$ cat src/rtl/gray_wptr_full.sv
// Write-domain side of the async FIFO pointer path: binary/Gray write pointer,
// read-pointer synchronizer, registered full flag and conservative fill level.
module gray_wptr_full #(
    parameter int unsigned ADDR_WIDTH  = 4,
    parameter int unsigned SYNC_STAGES = 2
) (
    input  logic                  clk,
    input  logic                  rst,
    input  logic                  wr_en,
    input  logic [ADDR_WIDTH:0]   rd_gray_async,
    output logic                  wr_accept,
    output logic [ADDR_WIDTH-1:0] wr_addr,
    output logic [ADDR_WIDTH:0]   wr_gray,
    output logic                  full,
    output logic [ADDR_WIDTH:0]   wr_level
);

    localparam int unsigned P = ADDR_WIDTH + 1;
    // Full when the write Gray pointer equals the read Gray pointer with its two MSBs inverted
    localparam logic [P-1:0] TOP_MASK = P'(3) << (P - 2);

    logic [P-1:0] wbin_q,  wbin_d;
    logic [P-1:0] wgray_q, wgray_d;
    logic         full_q,  full_d;
    logic [P-1:0] rsync_q [SYNC_STAGES];
    logic [P-1:0] rsync_d [SYNC_STAGES];
    logic [P-1:0] rq;
    logic [P-1:0] rbin;

    assign rq = rsync_q[SYNC_STAGES-1];

    // Next-state pointers, synchronizer shift and full compare
    always_comb begin
        wr_accept  = wr_en & ~full_q & ~rst;
        wbin_d     = wbin_q + P'(wr_accept);
        wgray_d    = wbin_d ^ (wbin_d >> 1);
        rsync_d[0] = rd_gray_async;
        for (int unsigned i = 1; i < SYNC_STAGES; i++) begin
            rsync_d[i] = rsync_q[i-1];
        end
        full_d = (wgray_d == (rq ^ TOP_MASK));
    end

    // Gray-to-binary: each bit is the XOR of itself and all higher bits
    always_comb begin
        rbin = '0;
        for (int unsigned i = 0; i < P; i++) begin
            rbin[i] = ^(rq >> i);
        end
    end

    always_ff @(posedge clk) begin
        if (rst) begin
            wbin_q  <= '0;
            wgray_q <= '0;
            full_q  <= 1'b0;
            rsync_q <= '{default: '0};
        end else begin
            wbin_q  <= wbin_d;
            wgray_q <= wgray_d;
            full_q  <= full_d;
            rsync_q <= rsync_d;
        end
    end

    assign wr_addr  = wbin_q[ADDR_WIDTH-1:0];
    assign wr_gray  = wgray_q;
    assign full     = full_q;
    assign wr_level = wbin_q - rbin;

endmodule

$ cat config.mk
export PLATFORM = sky130hd
export DESIGN_NAME = gray_wptr_full
export DESIGN_NICKNAME = d
export VERILOG_FILES = /design/src/rtl/gray_wptr_full.sv
export SDC_FILE = /design/constraint.sdc
export NUM_CORES = 1
export LEC_CHECK = 0
export BUFFER_PORTS_ARGS = -buffer_cell sky130_fd_sc_hd__buf_2
export CAP_MARGIN = 25
export CORE_MARGIN = 10
export CORE_UTILIZATION = 30
export CTS_CLUSTER_DIAMETER = 150
export CTS_CLUSTER_SIZE = 28
export DETAILED_ROUTE_END_ITERATION = 12
export PLACE_DENSITY = 0.59
export SLEW_MARGIN = 15
export SYNTH_ARGS = -nofsm -noshare
export SYNTH_HDL_FRONTEND = slang
export SYNTH_SLANG_ARGS = --single-unit
$ cat constraint.sdc
create_clock -name clk -period 6.1 [get_ports clk]
set_clock_uncertainty 0.15 [all_clocks]
set_input_delay 0.305 -clock clk [delete_from_list [all_inputs] [get_ports clk]]
set_output_delay 0.305 -clock clk [all_outputs]
set_load 0.1 [all_outputs]
## After elaboration in Yosys (flattened, before gate mapping)

Cells that the tools add are included.

| operators by class | value |
|---|---|
| multipliers | 0 |
| shifts and indexed selects | 0 |
| bitwise logic cells | 6 |
| multiplexer cells | 0 |
| div/mod/pow operators | 0 |
| equality and inequality tests | 1 |
| add/sub/neg operators | 2 |
| order comparisons | 0 |
| reduce and logical (&&, ||, !) cells | 5 |

Operators with widths:

| cell | count |
|---|---|
| parity 5 bit | 5 |
| adder 5 x 1 -> 5 bit | 1 |
| == test 5 bit | 1 |
| subtractor 5 bit | 1 |
| XOR 5 x 4 -> 5 bit | 1 |
| bitwise AND 1 bit | 2 |
| inverter 1 bit | 2 |
| inverter 2 bit | 1 |

| storage, ports and cells | value |
|---|---|
| output and inout port bits | 16 |
| memory bits (writable) | 0 |
| bits in latches | 0 |
| memories kept | 0 |
| bits in registers | 21 |
| logic and storage cells | 19 |
| memory bits (read-only) | 0 |

## Depth between registers and ports, before layout

Gate-level depths: netlist of run 1.

| depth | value |
|---|---|
| depth after elaboration | 6 |
| mapped depth | 10 |
| depth with buffers taken out | 10 |

## Least setup slack after synthesis of run 1

OpenSTA, ideal clock, no wires.

| timing | value |
|---|---|
| path type | register -> register |
| start point | register full_q, in the netlist full |
| end point | register full_q, in the netlist full |
| path buffers | 0 |
| arrival time | 4546 ps |
| cell stages (with the launch flop) | 8 |
| setup slack | 1317 ps |
| path through | dfxtp_1 > nor3b_1 > ha_1 > ha_1 > a21bo_1 > o2bb2ai_1 > xor3_1 > nor4b_2 |

| on the way | value |
|---|---|
| cells in the longest elaborated chain, start to end | 6 |

RTL lines:

| what | RTL line | text |
|---|---|---|
| from (decl) | 24 | `logic full_q, full_d;` |
| from (signal assigned) | 61 | `full_q <= full_d;` |
| inverter 1 bit | 34 | `wr_accept = wr_en & ~full_q & ~rst;` |
| bitwise AND 1 bit (2 in a row) | 34 |  |
| via wr_accept | 11 | `output logic wr_accept,` |
| adder 5 x 1 -> 5 bit | 35 | `wbin_d = wbin_q + P'(wr_accept);` |
| XOR 5 x 4 -> 5 bit | 36 | `wgray_d = wbin_d ^ (wbin_d >> 1);` |
| == test 5 bit | 41 | `full_d = (wgray_d == (rq ^ TOP_MASK));` |

The timed path passes the listed nets, and every way through them passes these cells.
A chain may end at the register's enable or synchronous reset.

## Worst setup path after layout of run 1

| timing | value |
|---|---|
| start point | register rsync_q, in the netlist rq[4] |
| end point | output port wr_level[4] |

| on the way | value |
|---|---|
| cells in the longest elaborated chain, start to end | 2 |
| elaborated cells on any way between the ends | 6 |
| classes of those cells | add/sub (1); reduce/logical (5) |

RTL lines:

| what | RTL line | text |
|---|---|---|
| from (decl) | 25 | `logic [P-1:0] rsync_q [SYNC_STAGES];` |
| from (signal assigned) | 62 | `rsync_q <= rsync_d;` |
| parity 5 bit | 48 | `rbin[i] = ^(rq >> i);` |
| subtractor 5 bit * | 69 | `assign wr_level = wbin_q - rbin;` |
| to (decl) | 15 | `output logic [ADDR_WIDTH:0] wr_level` |

Every way passes the cells marked *; elsewhere a longest branch is shown, timed or not.

==> key figures, run 1 <==
Run
  • MaxCap Viol Count: 0

Die
  • Core ar.: 3080 um^2
  • Ports: 24
  • Die X: 77.0 um
  • Die Y: 77.0 um
  • Row cnt: 20
  • Initial Util: 31.6%
  • Die Area: 5920 um^2

STA
  • Hold WS: 0.0727 ns
  • Fmax: 0.308 GHz
  • Final setup fails: 0
  • Final period util: 53.2%
  • Slew @ Worst Pin: 0.493 ns
  • Unrepaired setup endpoints after global routing: no
  • Total negative slack: 0 ns
  • Final hold violation count: 0
  • Min Tclk post-route: 3.25 ns
  • Slew Viols, Final: 0
  • Slew margin rel.: 67.4%
  • Final worst slack: 2.85 ns

Critical path
  • WS Path Type: reg2out
  • Most frequent CP cell: xor2_2
  • Critical-path maximum fanout: 3
  • Slowest stage delay, CP: 0.44 ns
  • Critical Path, Cell by Cell: xnor2_2, xor2_2, xor2_2, xnor2_1, ha_1, fa_1, inv_1, a21o_1, a21oi_1, xor2_1, buf_2
  • Setup crit end kind: output pin
  • Crit path DAT: 2.79 ns
  • Critical path required time: 5.64 ns
  • Slowest CP cell: buf_2
  • Critical path startpoint category: register

Routing
  • Final wirelength: 1.76 mm
  • Drt first pass iters: 4
  • Via density: 4.17
  • Routed Antenna Nets: 0
  • DRC Markers: 0
  • Vias: 667
  • Routed WL per cell: 11.0 um
  • Initial DRC Count: 5

Pwr
  • PD cells: 300 nW/um^2
  • Int Pwr: 0.000189 W
  • Sw frac: 45.6%
  • Gate power share: 43.6%
  • Leakage: 0.550 nW
  • Sw Pwr: 0.000159 W
  • Clock power share: 16.6%
  • Maximum vdd drop: 127 uV
  • Share of power burned in registers: 39.9%

Final layout
  • Nets: 133
  • Commonest non-fill, non-tap cell in the layout: buf_2
  • Layout fillers: 324
  • Multi-input logic area: 539 um^2
  • Layout cells sized above 1: 26.7%
  • Antenna Cells: 0
  • Final std cells w/o fill: 160
  • Commonest cells after routing, fill and taps aside: 23 x buf_2, 20 x dfxtp_1, 12 x nor2b_1
  • Area Overhead vs Synth: 19.0%
  • Register area: 400 um^2

Global routing
  • Number of global-route vias before repair: 702
  • Global-route wire length before repair: 3.06 mm
  • Antenna violations before repair: 0
  • Grt total ovfl: 0
  • GRT Total Usage: 6.21%
  • Largest net degree at the start of global routing: 22

Clocking
  • Clock Latency Late Sink: 0.28 ns
  • Bufs on Longest Clock Path: 2
  • Post-cts sizing count: 0
  • CTS Buf Count: 3
  • H-Tree Depth: 1
  • Clk root buf: clkbuf_4
  • CTS clock-pin slew for the worst setup and hold paths: 0.10 ns
  • Clk sinks: 20
  • Hold Buf Count CTS: 0
  • CTS tree: built
  • Buffer count from post-CTS setup fixing: 0

Placed design
  • Gpl congestion: 0.786
  • Dpl cells: 157
  • Pre-CTS setup slack: 3.13 ns
  • Detailed placement HPWL: 1.44 mm
  • Buffers on Ports: 23

Yosys
  • Syn_area_per_cell: 10.6 um^2
  • Synth top area cells: dfxtp_1 41%, xor2_1 9.0%, ha_1 7.7%, nor2b_1 7.7%, xnor2_1 5.4%
  • Seq/Total Area, Yosys: 41.1%
  • Mapped Cells: 92
  • Synth warn: 0
  • Post-synthesis cell type count: 23
  • Synth top area share: 41.1%
  • Cell taking the most area after synthesis: dfxtp_1
  • Flops & latches, synth: 20
  • Net Count, Synth: 107
  • Mapped Area: 973 um^2

Run status
  • Outcome: complete, no violations

Min path
  • HP Class: in2reg
## path summary, 6_finish.rpt
check                   start          end  slack (ns)  cells past startpoint
max                     rq[4]  wr_level[4]        2.85                     11
min          rd_gray_async[0]   rsync_d[0]        0.07                      2
max reg2reg              full         full        3.80                      7
min reg2reg        rsync_d[2]        rq[2]        0.30                      1
## cells by family after synthesis
| group | count (synthesis) | share of synthesized area (%) |
|---|---|---|
| AND/OR/NAND/NOR | 27 | 15.8 |
| XOR/XNOR | 21 | 23.5 |
| flip-flops | 20 | 41.1 |
| buffers and inverters | 9 | 3.47 |
| AO/OA/AOI/OAI | 7 | 5.27 |
| adder cells (fa/ha/maj) | 7 | 9.77 |
| multiplexers | 1 | 1.03 |
## through the flow
stage                     power, W  utilization [%]  instance area [um^2]
final                     0.000348             37.6                  1160
after global routing      0.000369             37.6                  1160
after CTS                 0.000355             37.6                  1160
after detailed placement  0.000296             36.9                  1140
after global placement    0.000294             36.9                  1140
after floorplan           0.000273                -                   973
## sequential cells by signal (all words and copies together), names as in the netlist
register  flops
rq            5
rsync_d       5
wbin_q        5
wr_gray       4
full          1
## worst max-delay path: cells and delay by family (launching register included)
kind | cells | cell delay (ns)
compound gates | 2 | 0.30
xor+xnor | 5 | 0.95
fa+ha+maj | 2 | 0.42
buf+inv | 2 | 0.49
flops | 1 | 0.35
## power by group through the flow
| stage | combinational (W) | sequential (W) | clock, W |
|---|---|---|---|
| 2_1_floorplan | 0.000118 | 0.000156 | 0 |
| 3_3_place_gp | 0.000152 | 0.000142 | 0 |
| 3_5_place_dp | 0.000154 | 0.000142 | 0 |
| 4_1_cts | 0.000154 | 0.000139 | 0.0000622 |
| 5_1_grt | 0.000161 | 0.000139 | 0.0000691 |
| 6_report | 0.000152 | 0.000139 | 0.0000577 |
## per-layer routing
metal	wire length [um]	GRT usage (%)	vias up
li1	-	-	338
met1	866	7.30	307
met2	805	10.2	18
met3	61	1.75	4
met4	25	2.79	0
met5	0	0	-
## Yosys cell counts, drive strengths merged
master	number
xor2	12
nand3	2
nor2b	12
and2	1
o2bb2ai	1
nand4	1
ha	6
a21bo	1
nor2	9
a21boi	1
inv	7
a21oi	2
mux2i	1
clkbuf	2
a21o	2
xnor2	8
fa	1
nor4b	1
nor3b	1
xor3	1
dfxtp	20
## layout make-up
cell class	count	area share (%)
inverters	7	2.27
well taps	44	4.75
clock buffers	3	1.94
multi-input cells	63	46.5
repair buffers	23	9.94
flip-flops and latches	20	34.6
No activity file was read; power rests on OpenSTA's default activity.
==> run 2, diff against run 1 <==
Settings changed: PLACE_DENSITY 0.59 to 0.61.
Clock period 6.1 ns to 2.7 ns, I/O delays scaled along.
==> key figures, run 2 (synthesis results as in run 1) <==
Clocking
  • H-Tree Depth: 1 (unchanged)
  • Bufs on Longest Clock Path: 2 (unchanged)
  • Clk sinks: 20 (unchanged)
  • Clock Latency Late Sink: 0.29 ns (about the same)
  • CTS clock-pin slew for the worst setup and hold paths: 0.11 ns (about the same)
  • CTS tree: built
  • CTS Buf Count: 3 (unchanged)
  • Clk root buf: clkbuf_4

Final layout
  • Multi-input logic area: 652 um^2 (+21%)
  • Final Util: 47.2% (+9.6 points)
  • Antenna Cells: 0 (unchanged)
  • Commonest non-fill, non-tap cell in the layout: buf_2
  • Layout cells sized above 1: 43.0% (+16 points)
  • Area Overhead vs Synth: 49.2%
  • Layout fillers: 304 (-6.2%)
  • Final std cells w/o fill: 172 (+7.5%)
  • Register area: 409 um^2 (+2.2%)
  • Nets: 144 (+8.3%)
  • Commonest cells after routing, fill and taps aside: 19 x buf_2, 15 x dfxtp_1, 12 x nor2b_1

Critical path
  • WS Path Type: reg2out
  • Setup crit end kind: output pin
  • Critical-path maximum fanout: 2 (-1)
  • Critical path required time: 2.41 ns (-3.23 ns)
  • Critical path startpoint category: register
  • Crit path DAT: 2.58 ns (-0.21 ns)

Die
  • Core ar.: 3080 um^2 (unchanged)
  • Ports: 24 (unchanged)
  • Die Area: 5920 um^2 (unchanged)
  • Die Y: 77.0 um (unchanged)
  • Initial Util: 31.6% (unchanged)
  • Row cnt: 20 (unchanged)
  • Die X: 77.0 um (unchanged)

Pwr
  • PD cells: 673 nW/um^2 (+120%)
  • Maximum vdd drop: 327 uV (+160%)
  • Leakage: 0.651 nW (+18%)

Routing
  • DRC Markers: 0 (unchanged)
  • Routed WL per cell: 11.3 um (+3.3%)
  • Initial DRC Count: 11 (+6)
  • Drt first pass iters: 3 (-1)
  • Vias: 695 (+4.2%)
  • Final wirelength: 1.95 mm (+11%)
  • Via density: 4.04 (-3.1%)
  • Routed Antenna Nets: 0 (unchanged)

STA
  • Unrepaired setup endpoints after global routing: yes
  • Slew Viols, Final: 0 (unchanged)
  • Final period util: 106%
  • Fmax: 0.349 GHz
  • Final setup fails: 3 (+3)
  • Min Tclk post-route: 2.86 ns
  • Slew margin rel.: 66.9% (-0.51 points)
  • Final hold violation count: 0 (unchanged)
  • Slew @ Worst Pin: 0.495 ns (+0.00253 ns)
  • Final worst slack: -0.162 ns (-3.01 ns)

Placed design
  • Buffers on Ports: 23 (unchanged)
  • Detailed placement HPWL: 1.49 mm (+4.0%)
  • Gpl congestion: 0.731 (-7.0%)
  • Dpl cells: 158 (+0.64%)

Global routing
  • Number of global-route vias before repair: 779 (+11%)
  • Largest net degree at the start of global routing: 22 (unchanged)
  • Grt total ovfl: 0 (unchanged)
  • Antenna violations before repair: 0 (unchanged)
  • GRT Total Usage: 7.08% (+0.87 points)
  • Global-route wire length before repair: 3.53 mm (+15%)

Run status
  • Outcome: finished, violations left
  • Failing checks: setup timing

Run
  • MaxCap Viol Count: 0 (unchanged)

Min path
  • HP Class: in2reg
## run 2: area by class of cell
class / count / area share (%)
inverters: 7 / 1.81
repair buffers: 34 / 18.9
clock buffers: 4 / 2.50
multi-input cells: 63 / 44.9
flip-flops and latches: 20 / 28.2
well taps: 44 / 3.79
## run 2: what timing repair did
| item | 4_1_cts | 5_1_grt |
|---|---|---|
| hold buffers | 5 | 0 |
| setup buffers | 3 | 2 |
| endpoints found under the hold margin | 5 | 0 |
| gates resized for setup | 3 | 6 |
| pin swaps | 3 | 2 |
| endpoints found under the setup margin | 3 | 4 |
## run 2: through the flow
stage	TNS [ns]	setup slack [ns]	instance area, um^2	power (W)	hold WS [ns]
2_1_floorplan	-0.315	-0.195	1060	0.000657	0.113
3_3_place_gp	0	0.131	1290	0.000778	0.195
3_5_place_dp	0	0.0620	1290	0.000784	0.199
4_1_cts	-0.378	-0.188	1410	0.000970	0.0830
5_1_grt	-0.670	-0.341	1450	0.00103	0.0913
6_report	-0.180	-0.162	1450	0.000977	0.0938
## run 2: final timing paths
check	start	depth (start not counted)	to	slack (ns)
worst max-delay path	rq[3]	11	wr_level[4]	-0.16
worst min-delay path	rst	2	wr_gray[3]	0.09
worst max register to register	full	7	full	0.57
worst min register to register	rsync_d[3]	1	rq[3]	0.30
## run 2: metal layers
metal | vias up | wire length [um] | global-route usage (%)
met5 | - | 0 | 0
met4 | 0 | 12 | 2.79
met3 | 2 | 78 | 1.98
met2 | 15 | 941 | 11.5
met1 | 317 | 919 | 8.58
li1 | 361 | - | -
## run 2: critical path: stages, from the launching register on
cell and delay (ns):
dfxtp_2 0.35, xnor2_2 0.21, xor2_2 0.23, xor2_2 0.19, xnor2_1 0.14, ha_2 0.21
fa_2 0.20, inv_1 0.04, a21o_1 0.17, a21oi_4 0.17, xor2_4 0.18, buf_12 0.19
## run 2: where the power goes
part           switching (W)  internal [W]  total (W)
sequential        0.00000746      0.000306   0.000314
combinational       0.000311      0.000182   0.000493
clock              0.0000885     0.0000821   0.000171
